File: src/rtl/instr_enc_pkg.sv
// Shared types and constants for the MIPS instruction encoder: request op
// enum, controller states, the six opcodes and the five legal R-type functs.
package instr_enc_pkg;

  typedef enum logic [2:0] {
    OP_R    = 3'd0,
    OP_LW   = 3'd1,
    OP_SW   = 3'd2,
    OP_BEQ  = 3'd3,
    OP_J    = 3'd4,
    OP_ADDI = 3'd5
  } op_e;

  typedef enum logic [1:0] {
    ST_IDLE = 2'd0,
    ST_RUN  = 2'd1,
    ST_FULL = 2'd2
  } state_e;

  localparam logic [5:0] OPC_R    = 6'b000000;
  localparam logic [5:0] OPC_LW   = 6'b100011;
  localparam logic [5:0] OPC_SW   = 6'b101011;
  localparam logic [5:0] OPC_BEQ  = 6'b000100;
  localparam logic [5:0] OPC_J    = 6'b000010;
  localparam logic [5:0] OPC_ADDI = 6'b001000;

  localparam logic [5:0] FUNCT_ADD = 6'h20;
  localparam logic [5:0] FUNCT_SUB = 6'h22;
  localparam logic [5:0] FUNCT_AND = 6'h24;
  localparam logic [5:0] FUNCT_OR  = 6'h25;
  localparam logic [5:0] FUNCT_SLT = 6'h2A;

  function automatic logic funct_legal(input logic [5:0] f);
    logic ok;
    case (f)
      FUNCT_ADD, FUNCT_SUB, FUNCT_AND, FUNCT_OR, FUNCT_SLT: ok = 1'b1;
      default:                                             ok = 1'b0;
    endcase
    return ok;
  endfunction

endpackage

File: src/rtl/instr_enc_pack.sv
// Combinational field packer: builds the 32-bit MIPS word for one request.
// With ENC_CHECK_EN defined it also flags illegal ops and unsupported R functs.
module instr_enc_pack
  import instr_enc_pkg::*;
(
  input  logic [2:0]  op,
  input  logic [4:0]  rs,
  input  logic [4:0]  rt,
  input  logic [4:0]  rd,
  input  logic [4:0]  shamt,
  input  logic [5:0]  funct,
  input  logic [15:0] imm,
  input  logic [25:0] target,
  output logic [31:0] word,
  output logic        illegal
);

  // field packing by instruction format
  always_comb begin
    word = 32'h0000_0000;
    case (op)
      OP_R:    word = {OPC_R, rs, rt, rd, shamt, funct};
      OP_LW:   word = {OPC_LW, rs, rt, imm};
      OP_SW:   word = {OPC_SW, rs, rt, imm};
      OP_BEQ:  word = {OPC_BEQ, rs, rt, imm};
      OP_J:    word = {OPC_J, target};
      OP_ADDI: word = {OPC_ADDI, rs, rt, imm};
      default: word = 32'h0000_0000;
    endcase
  end

  // request legality
  always_comb begin
`ifdef ENC_CHECK_EN
    if (op > 3'd5) begin
      illegal = 1'b1;
    end else if ((op == OP_R) && !funct_legal(funct)) begin
      illegal = 1'b1;
    end else begin
      illegal = 1'b0;
    end
`else
    illegal = 1'b0;
`endif
  end

endmodule

File: src/rtl/instr_encoder.sv
// Streams encoded MIPS words into an instruction memory, one word per address,
// until DEPTH words are written. ENC_CHECK_EN enables illegal-request dropping.
module instr_encoder
  import instr_enc_pkg::*;
#(
  parameter int ADDR_W = 8,
  parameter int DEPTH  = 256
) (
  input  logic              clk,
  input  logic              rst,
  input  logic              start,
  input  logic              in_valid,
  output logic              in_ready,
  input  logic [2:0]        in_op,
  input  logic [4:0]        in_rs,
  input  logic [4:0]        in_rt,
  input  logic [4:0]        in_rd,
  input  logic [4:0]        in_shamt,
  input  logic [5:0]        in_funct,
  input  logic [15:0]       in_imm,
  input  logic [25:0]       in_target,
  output logic              out_valid,
  input  logic              out_ready,
  output logic [31:0]       out_word,
  output logic [ADDR_W-1:0] out_addr,
  output logic              full,
  output logic              err
);

  localparam logic [ADDR_W-1:0] LAST_ADDR = ADDR_W'(DEPTH - 1);

  state_e            state_r;
  state_e            state_s;
  logic [ADDR_W-1:0] addr_r;
  logic              out_valid_r;
  logic [31:0]       out_word_r;
  logic              full_r;
  logic              err_r;
  logic [31:0]       word_s;
  logic              illegal_s;
  logic              in_hs_s;
  logic              out_hs_s;
  logic              last_pending_s;
  logic              last_hs_s;

  instr_enc_pack u_pack (
    .op      (in_op),
    .rs      (in_rs),
    .rt      (in_rt),
    .rd      (in_rd),
    .shamt   (in_shamt),
    .funct   (in_funct),
    .imm     (in_imm),
    .target  (in_target),
    .word    (word_s),
    .illegal (illegal_s)
  );

  // The held word always sits at the address equal to completed handshakes,
  // so addr_r doubles as out_addr.
  assign last_pending_s = out_valid_r && (addr_r == LAST_ADDR);
  assign in_ready       = (state_r == ST_RUN) && (!out_valid_r || out_ready) && !last_pending_s;
  assign in_hs_s        = in_valid && in_ready;
  assign out_hs_s       = out_valid_r && out_ready;
  assign last_hs_s      = out_hs_s && last_pending_s;

  assign out_valid = out_valid_r;
  assign out_word  = out_word_r;
  assign out_addr  = addr_r;
  assign full      = full_r;
  assign err       = err_r;

  // next-state logic
  always_comb begin
    state_s = state_r;
    case (state_r)
      ST_IDLE: begin
        if (start) state_s = ST_RUN;
        else       state_s = ST_IDLE;
      end
      ST_RUN: begin
        if (start)          state_s = ST_RUN;
        else if (last_hs_s) state_s = ST_FULL;
        else                state_s = ST_RUN;
      end
      ST_FULL: begin
        if (start) state_s = ST_RUN;
        else       state_s = ST_FULL;
      end
      default: state_s = ST_IDLE;
    endcase
  end

  // state, address counter and output register; start discards anything in flight
  always_ff @(posedge clk) begin
    if (rst) begin
      state_r     <= ST_IDLE;
      addr_r      <= {ADDR_W{1'b0}};
      out_valid_r <= 1'b0;
      out_word_r  <= 32'h0000_0000;
      full_r      <= 1'b0;
      err_r       <= 1'b0;
    end else begin
      state_r <= state_s;
      if (start) begin
        addr_r      <= {ADDR_W{1'b0}};
        out_valid_r <= 1'b0;
        full_r      <= 1'b0;
        err_r       <= 1'b0;
      end else begin
        if (out_hs_s && !last_pending_s) addr_r <= addr_r + ADDR_W'(1);
        if (in_hs_s && !illegal_s) begin
          out_valid_r <= 1'b1;
          out_word_r  <= word_s;
        end else if (out_hs_s) begin
          out_valid_r <= 1'b0;
        end
        if (last_hs_s) full_r <= 1'b1;
        if (in_hs_s && illegal_s) err_r <= 1'b1;
      end
    end
  end

endmodule
File: config.mk
export PLATFORM = sky130hd
export DESIGN_NAME = instr_encoder
export DESIGN_NICKNAME = d
export VERILOG_FILES = /design/src/rtl/instr_enc_pkg.sv /design/src/rtl/instr_enc_pack.sv /design/src/rtl/instr_encoder.sv
export SDC_FILE = /design/constraint.sdc
export NUM_CORES = 1
export LEC_CHECK = 0
export ABC_AREA = 1
export BUFFER_PORTS_ARGS = -buffer_cell sky130_fd_sc_hd__buf_4
export CORE_UTILIZATION = 50
export CTS_BUF_LIST = sky130_fd_sc_hd__clkbuf_4 sky130_fd_sc_hd__clkbuf_8 sky130_fd_sc_hd__clkbuf_16
export DETAILED_ROUTE_END_ITERATION = 10
export PLACE_DENSITY = 0.86
export SLEW_MARGIN = 20
export SYNTH_ARGS = -nofsm -noshare
export SYNTH_HDL_FRONTEND = slang
export SYNTH_SLANG_ARGS = --single-unit
File: constraint.sdc
create_clock -name clk -period 2.3 [get_ports clk]
set_input_delay 0.46 -clock clk [delete_from_list [all_inputs] [get_ports clk]]
set_output_delay 0.46 -clock clk [all_outputs]
set_load 0.05 [all_outputs]
==> metrics.txt, run 1 <==
outcome complete, no violations; CP arrival between 1.5 and 2 ns; post-route ant nets 0; mux cell area share after synthesis 0%; core area approximately 4700 um2; CTS Hold Bufs 0; PwrDens between 500 and 600 nW/um2; placed instance count between 400 and 500; Starting Density between 50% and 60%; DR pass1 iterations 5; # resized after CTS 0; Worst Hold Class primary input to flip-flop; DRC 0; die width around 72 um; share of layout cells above drive strength 1 between 30% and 40%; clock tree sinks 42; Synth Area in Compound Gates roughly an eighth; GPL Wtd Cong roughly 0.8; std cell rows 25; area share of the largest cell type after synthesis between 30 and 40%; Int Pwr between 1 and 1.5 mW; CTS tree yes; first-iteration detailed-routing DRC count 299; clock latency on the worst-skew pair a little under 0.3 ns; root buf cell clkbuf_8; Max VDD drop approximately 270 uV; Detailed Place HPWL around 5000 um; Yosys top cell by area dfxtp_1; final WL approximately 7100 um; vias in the first global route around 2,500; Switching Power a little under 0.5 mW; Synth area leaders dfxtp_1 35%, nand3_1 17%, nand2_1 10%; port bufs around 120; most frequent cell after synthesis nand3_1; fmax a little under 0.5 GHz; synth cell count leaders 82 x nand3_1, 66 x nand2_1, 42 x dfxtp_1; Final min period around 2 ns; clk slew on worst S/H paths about 0.080 ns; Post-Synth XOR/XNOR Area ~1.4%; Post-synth ARST share 0%; register area share after synthesis approximately a third; fillers 387; Max Root-Sink Buffers 2; wire length per cell between 10 and 15 um; first-pass GRT wire length roughly 12,000 um; Total Power around 1.8 mW; Crit Path Category flip-flop to primary output; Max-cap violations 0; routed vias around 2,900; Overflow after GRT 0; initial antenna violation count 0; Worst Path Required around 1.8 ns; register share of total power between 40% and 50%; Sw Ratio 26.2%; CP Cell Sequence ha_1 -> nand3_1 -> nor2_4 -> a21oi_2 -> buf_4; Lkg Pwr ~1.5 nW; Layout area overhead 40.1%; Clk network pwr share 38.9%; delay-heaviest family, CP flip-flops; Crit path largest cell delay 0.33 ns; Slew headroom roughly 60%; Setup crit end kind primary output; diode count 0; final period utilization ~88%; Final Hold Viols 0; Setup crit start kind flip-flop; Post-Syn Area 2430 um2; Buffers & Inverters on Critical Path 1; Mapped Cells 347; EDFF count, synth 0; final instance count without filler cells about 500; Die Span Y roughly 70 um; Simple-Gate Fraction of Synth Area a little over two fifths; I/O pins 120; Top FF cell, synth dfxtp_1; htree depth 2; Slowest cell on crit path dfxtp_1; largest net degree at the start of global routing 35; Setup-failing EPs final 0; Die ar. approximately 5100 um2; unrepaired setup endpoints after global routing no; Gate power share approximately 20%; cts bufs inserted 5; CP max FO 5; number of synthesis warnings 0; Avg Inst Size Synth between 7 and 8 um2; flops & latches, synth between 40 and 50; # nets final 526; Adder-Cell Fraction of Synth Area less than 1%; largest family of logic cells by synthesized area simple AND/OR/NAND/NOR gates; clk_skew 0.00584 ns; post-CTS setup buffers 0; Distinct cells, synth 27; Pins Over Slew Limit 0; Vias/cell about 5.7; All-Layer GR Usage between 20% and 30%; post-route setup TNS 0 ns; Worst Max-Slew Pin Slew between 0.5 and 0.6 ns
-- worst paths after layout --
kind / start / end / slack (ns) / depth (start not counted)
setup / recovery: out_addr[0]$_SDFFE_PP0P_ / in_ready / 0.28 / 5
setup reg to reg: out_addr[0]$_SDFFE_PP0P_ / out_word[12]$_SDFFE_PP0P_ / 0.51 / 7
hold / removal: out_ready / out_valid$_SDFFE_PP0P_ / 0.46 / 4
hold reg to reg: out_word[24]$_SDFFE_PP0P_ / out_word[24]$_SDFFE_PP0P_ / 0.47 / 2
-- cell families (layout without fill, tap and decap cells) --
family                   after synthesis  in the layout
AO/OA/AOI/OAI                         47             47
flip-flops                            42             42
buffers and inverters                 45            147
adder cells (fa/ha/maj)                1              1
AND/OR/NAND/NOR                      207            207
other                                  1              2
XOR/XNOR                               4              4
-- state kept, by name (all words and copies together), names as in the netlist --
register and cells:
out_word 30, out_addr 8, state_r 2, full 1, out_valid 1
-- worst register-to-register path, stage by stage (launching register included) --
cell	delay, ns
dfxtp_1	0.33
ha_1	0.24
nand3_1	0.15
nor2_4	0.07
a21oi_2	0.23
buf_4	0.36
nand4_1	0.21
a21oi_2	0.14
-- per-layer routing --
metal	track usage (%)	wire length, um	share of wire [%]
met4	8.06	82	1.1
met1	37.4	3110	44
met3	4.64	463	6.5
met2	47.4	3480	49
met5	0	0	0
-- stage by stage --
step	setup slack [ns]	util, %	instance area (um2)	hold slack (ns)
3_3_place_gp	0.579	69.5	3260	0.454
5_1_grt	0.176	72.6	3410	0.471
3_5_place_dp	0.561	69.5	3260	0.460
6_report	0.277	72.6	3410	0.464
2_1_floorplan	0.269	-	2430	0.560
4_1_cts	0.273	72.6	3410	0.457
-- final cells by class --
| type | count | area (um2) | area share (%) |
|---|---|---|---|
| Sequential cell | 42 | 841 | 24.7 |
| Timing Repair Buffer | 123 | 936 | 27.5 |
| Clock buffer | 6 | 82.6 | 2.42 |
| Clock inverter | 2 | 60.1 | 1.76 |
| Tap cell | 54 | 67.6 | 1.98 |
| Multi-Input combinational cell | 261 | 1360 | 39.9 |
| Inverter | 16 | 60.1 | 1.76 |
-- power groups by stage --
stage,Combinational (mW),Clock (mW),Sequential [mW]
2_1_floorplan,0.174,0,0.807
3_3_place_gp,0.365,0,0.767
3_5_place_dp,0.368,0,0.767
4_1_cts,0.370,0.724,0.750
5_1_grt,0.401,0.753,0.751
6_report,0.371,0.715,0.750
-- cell usage in the layout (no fill, tap or decap) --
master / count
a21oi_1: 29
a21oi_2: 11
buf_12: 1
buf_4: 122
bufinv_16: 2
clkbuf_8: 6
clkinv_1: 1
conb_1: 2
dfxtp_1: 42
ha_1: 1
inv_1: 14
inv_2: 1
nand2_1: 66
nand2_2: 13
nand3_1: 82
nand4_1: 29
nand4_4: 1
nor2_1: 11
nor2_4: 2
nor3_1: 3
o21a_1: 1
o21ai_0: 5
o21ai_2: 1
xnor2_1: 2
xor2_1: 2
Power figures use the tool's default switching activity.
==> inputs of run 2 (changes only) <==
CORE_UTILIZATION = 46   (was 50)
PLACE_DENSITY = 0.8   (was 0.86)
TNS_END_PERCENT = 20   (was not set)
clock period = 2.05 ns   (was 2.3 ns; I/O delays follow)
==> metrics.txt, run 2 (synthesis gave the netlist of run 1 again) <==
outcome complete, no violations (unchanged); clk slew on worst S/H paths 0.07 ns (was 0.08 ns); final WL 7050 um (was 7140 um); root buf cell clkbuf_8 (unchanged); Worst R2R Start out_addr[1]$_SDFFE_PP0P_ (was out_addr[0]$_SDFFE_PP0P_); Final Hold Viols 0 (unchanged); Worst Max-Slew Pin Slew 0.590 ns (was 0.586 ns); critical path startpoint out_addr[1]$_SDFFE_PP0P_ (was out_addr[0]$_SDFFE_PP0P_); Die ar. 5580 um2 (was 5150 um2); final instance count without filler cells 520 (was 504); Worst Hold Class primary input to flip-flop (unchanged); post-route setup TNS 0 ns (unchanged); Vias/cell 5.32 (was 5.70); # resized after CTS 0 (unchanged); DR pass1 iterations 4 (was 5); R2R cell count 7 (unchanged); first-iteration detailed-routing DRC count 171 (was 299); Lkg Pwr 1.48 nW (was 1.49 nW); fillers 474 (was 387); port bufs 117 (unchanged); CP arrival 1.57 ns (was 1.56 ns); vias in the first global route 2,556 (was 2,544); Pins Over Slew Limit 0 (unchanged); placed inst area 3280 um2 (was 3260 um2); Max Root-Sink Buffers 2 (unchanged); commonest non-fill, non-tap cell in the layout buf_4 (unchanged); htree depth 2 (unchanged); fmax 0.504 GHz; All-Layer GR Usage 26.9% (was 28.2%); reg2reg setup slack 0.33 ns (was 0.51 ns); Crit Path Category flip-flop to primary output (unchanged); wire length per cell 13.5 um (was 14.2 um); PwrDens 565 nW/um2 (was 539 nW/um2); I/O pins 120 (unchanged); CTS Hold Bufs 0 (unchanged); cts bufs inserted 5 (unchanged); initial antenna violation count 0 (unchanged); placed instance count 512 (was 496); GPL Wtd Cong 0.785 (was 0.817); clk_skew 0.00387 ns (was 0.00584 ns); Largest register FFs 30 (unchanged); routed vias 2,765 (was 2,875); Sequential Area 841 um2 (unchanged); final period utilization about 97%; share of layout cells above drive strength 1 35.6% (unchanged); Overflow after GRT 0 (unchanged); clock latency on the worst-skew pair 0.29 ns (about the same); Slew headroom 60.7% (was 60.9%); first-pass GRT wire length 11,500 um (was 11,600 um); clock tree sinks 42 (unchanged); Setup crit end kind primary output (unchanged); Max VDD drop 408 uV (was 268 uV); final instance area 3400 um2 (was 3410 um2); Max-cap violations 0 (unchanged); pre-CTS setup slack 0.321 ns (was 0.561 ns); std cell rows 26 (was 25); CP max FO 5 (unchanged); core area 5110 um2 (was 4690 um2); diode count 0 (unchanged); Worst Path Required 1.64 ns (was 1.84 ns); Layout area overhead 39.7% (was 40.1%); Multi-input gate area 1360 um2 (unchanged); most frequent cells in the layout 122 x buf_4, 82 x nand3_1, 66 x nand2_1 (unchanged); CTS tree yes (unchanged); die width 74.7 um (was 71.7 um); largest net degree at the start of global routing 33 (was 35); Setup crit start kind flip-flop (unchanged); # nets final 526 (unchanged); Total Power 1.92 mW (was 1.84 mW); post-route ant nets 0 (unchanged); Detailed Place HPWL 5100 um (was 5030 um); Die Span Y 74.7 um (was 71.7 um); CP endpoint in_ready (unchanged); post-CTS setup buffers 0 (unchanged); Final min period 1.98 ns; unrepaired setup endpoints after global routing no (unchanged); post-route setup slack 0.0654 ns (was 0.277 ns); DRC 0 (unchanged); Starting Density 47.6% (was 51.8%); RR Endpoint out_word[29]$_SDFFE_PP0P_ (was out_word[12]$_SDFFE_PP0P_); Setup-failing EPs final 0 (unchanged)
==> run 2: cell count changes in the layout (fill, tap and decap cells not counted) <==
cell       delta
clkbuf_4      +2
bufinv_16     -1
clkbuf_8      -1
==> run 2: worst min-delay path by stage <==
stage	startpoint	to	slack (ns)	cells past startpoint
2_1_floorplan	state_r[1]$_SDFF_PP0_	state_r[1]$_SDFF_PP0_	0.56	4
5_1_grt	out_ready	out_valid$_SDFFE_PP0P_	0.45	4
4_1_cts	out_ready	out_valid$_SDFFE_PP0P_	0.40	4
3_5_place_dp	out_word[20]$_SDFFE_PP0P_	out_word[20]$_SDFFE_PP0P_	0.46	2
3_3_place_gp	full$_SDFFE_PP0N_	full$_SDFFE_PP0N_	0.45	1
6_report	out_ready	out_valid$_SDFFE_PP0P_	0.41	4
==> run 2: final cells by class <==
| cell class | instances | area share [%] |
|---|---|---|
| Multi-Input combinational cell | 261 | 40.0 |
| Timing Repair Buffer | 123 | 27.6 |
| Sequential cell | 42 | 24.8 |
| Tap cell | 70 | 2.58 |
| Clock buffer | 7 | 2.47 |
| Inverter | 16 | 1.77 |
| Clock inverter | 1 | 0.884 |
==> run 2: power breakdown <==
group	switching, mW	internal, mW
sequential	0.0103	0.830
clock	0.273	0.391
combinational	0.245	0.171
total	0.528	1.39
==> run 2: routing by layer <==
metal	vias up	GRT usage, %	routed length (um)
met1	1261	32.8	2990
met5	-	0	0
li1	1401	-	-
met2	96	48.1	3590
met4	0	9.43	93
met3	7	4.02	371
==> run 2: through the flow <==
stage          hold slack [ns]  utilization (%)
6_report                 0.411             66.5
5_1_grt                  0.445             66.5
3_5_place_dp             0.460             64.3
2_1_floorplan            0.560                -
4_1_cts                  0.399             66.5
3_3_place_gp             0.449             64.3
==> run 2: worst max-delay path, cell delays in order, from the launching register on <==
cell and delay (ns):
dfxtp_1 0.34, ha_1 0.23, nand3_1 0.14, nor2_4 0.06, a21oi_2 0.25, buf_4 0.25
==> inputs of run 3 (changes only) <==
clock period = 1.9 ns   (was 2.05 ns; I/O delays follow)
==> metrics.txt, run 3 (synthesis gave the netlist of run 1 again) <==
htree depth 2 (unchanged); I/O pins 120 (unchanged); Max Root-Sink Buffers 2 (unchanged); core area 5110 um2 (unchanged); most frequent cells in the layout 124 x buf_4, 82 x nand3_1, 66 x nand2_1 (was 122 x buf_4, 82 x nand3_1, 66 x nand2_1); Largest register FFs 30 (unchanged); die width 74.7 um (unchanged); DR pass1 iterations 4 (unchanged); outcome complete, no violations (unchanged); clk_skew 0.00798 ns (was 0.00387 ns); CP arrival 1.43 ns (was 1.57 ns); CTS Hold Bufs 0 (unchanged); Sw Ratio 29.6% (was 27.5%); Int Pwr 1.39 mW (about the same); Clk network pwr share 31.1% (was 34.6%); Die Span Y 74.7 um (unchanged); Detailed Place HPWL 5390 um (was 5100 um); Worst Path Required 1.52 ns (was 1.64 ns); Layout area overhead 40.5% (was 39.7%); CP max FO 5 (unchanged); # nets final 529 (was 526); Setup crit end kind primary output (unchanged); Worst Hold Class primary input to flip-flop (unchanged); Total Power 1.98 mW (was 1.92 mW); Max-cap violations 0 (unchanged); final instance count without filler cells 523 (was 520); placed instance count 515 (was 512); post-route ant nets 0 (unchanged); first-iteration detailed-routing DRC count 152 (was 171); clk slew on worst S/H paths 0.07 ns (about the same); routed vias 2,826 (was 2,765); Slew headroom 64.9% (was 60.7%); Pins Over Slew Limit 0 (unchanged); share of layout cells above drive strength 1 36.4% (was 35.6%); Worst Max-Slew Pin Slew 0.524 ns (was 0.590 ns); largest net degree at the start of global routing 33 (unchanged); wire length per cell 13.8 um (was 13.5 um); final period utilization about 95%; diode count 0 (unchanged); port bufs 117 (unchanged); clock tree sinks 42 (unchanged); register share of total power 45.8% (was 43.8%); Crit Path Category flip-flop to primary output (unchanged); unrepaired setup endpoints after global routing no (unchanged); final WL 7210 um (was 7050 um); clock latency on the worst-skew pair 0.29 ns (about the same); Setup crit start kind flip-flop (unchanged); Starting Density 47.6% (unchanged); Final Hold Viols 0 (unchanged); root buf cell clkbuf_8 (unchanged); All-Layer GR Usage 26.9% (about the same); R2R cell count 8 (was 7); Gate power share 23.0% (was 21.7%); Util after Layout 66.9% (was 66.5%); post-route setup slack 0.0879 ns (was 0.0654 ns); GPL Wtd Cong 0.851 (was 0.785); DRC 0 (unchanged); Setup-failing EPs final 0 (unchanged); first-pass GRT wire length 11,500 um (about the same); pre-CTS setup slack 0.294 ns (was 0.321 ns); post-route setup TNS 0 ns (unchanged); commonest non-fill, non-tap cell in the layout buf_4 (unchanged); initial antenna violation count 0 (unchanged); Die ar. 5580 um2 (unchanged); # resized after CTS 2 (was 0); fmax 0.552 GHz; cts bufs inserted 5 (unchanged); std cell rows 26 (unchanged); Switching Power 0.586 mW (was 0.528 mW); Final min period ~1.8 ns; WHS Path Cells 4 (unchanged); Vias/cell 5.40 (was 5.32); PwrDens 579 nW/um2 (was 565 nW/um2); vias in the first global route 2,573 (was 2,556); Overflow after GRT 0 (unchanged); Lkg Pwr 1.49 nW (was 1.48 nW); post-CTS setup buffers 0 (unchanged); CTS tree yes (unchanged); Max VDD drop 419 uV (was 408 uV)
## run 3: metal layers
metal / global-route usage [%] / share of wire (%)
met5: 0 / 0
met4: 8.81 / 1.9
met3: 5.35 / 4.6
met2: 46.5 / 50
met1: 33.6 / 43
## run 3: worst max-delay path, cell delays in order, from the launching register on
cell and delay [ns]:
dfxtp_2 0.33, ha_1 0.23, nand3_1 0.14, nor2_4 0.07
a21oi_4 0.20, buf_6 0.19
## run 3: final timing paths
kind	from	endpoint	slack [ns]
hold / removal	out_ready	out_valid$_SDFFE_PP0P_	0.39
hold reg to reg	out_word[19]$_SDFFE_PP0P_	out_word[19]$_SDFFE_PP0P_	0.47
setup / recovery	out_addr[0]$_SDFFE_PP0P_	in_ready	0.09
setup reg to reg	out_addr[1]$_SDFFE_PP0P_	out_word[22]$_SDFFE_PP0P_	0.35
## run 3: power groups by stage
stage | registers [mW] | clock network (mW) | logic, mW
final | 0.907 | 0.616 | 0.455
after detailed placement | 0.927 | 0 | 0.449
after floorplan | 0.977 | 0 | 0.211
after CTS | 0.907 | 0.623 | 0.454
after global placement | 0.927 | 0 | 0.444
after global routing | 0.909 | 0.655 | 0.493
## run 3: per-stage QoR
stage          hold WS (ns)  cell area (um2)
6_report              0.394             3410
5_1_grt               0.410             3410
4_1_cts               0.394             3410
3_5_place_dp          0.458             3310
3_3_place_gp          0.449             3310
2_1_floorplan         0.541             2440
## run 3: area by class of cell
cell class	count	area, um2
clock inverters	1	5.00
clock buffers	7	90.1
well taps	70	87.6
inverters	16	60.1
repair buffers	126	962
multi-input cells	261	1370
fillers	479	1690
flip-flops and latches	42	843
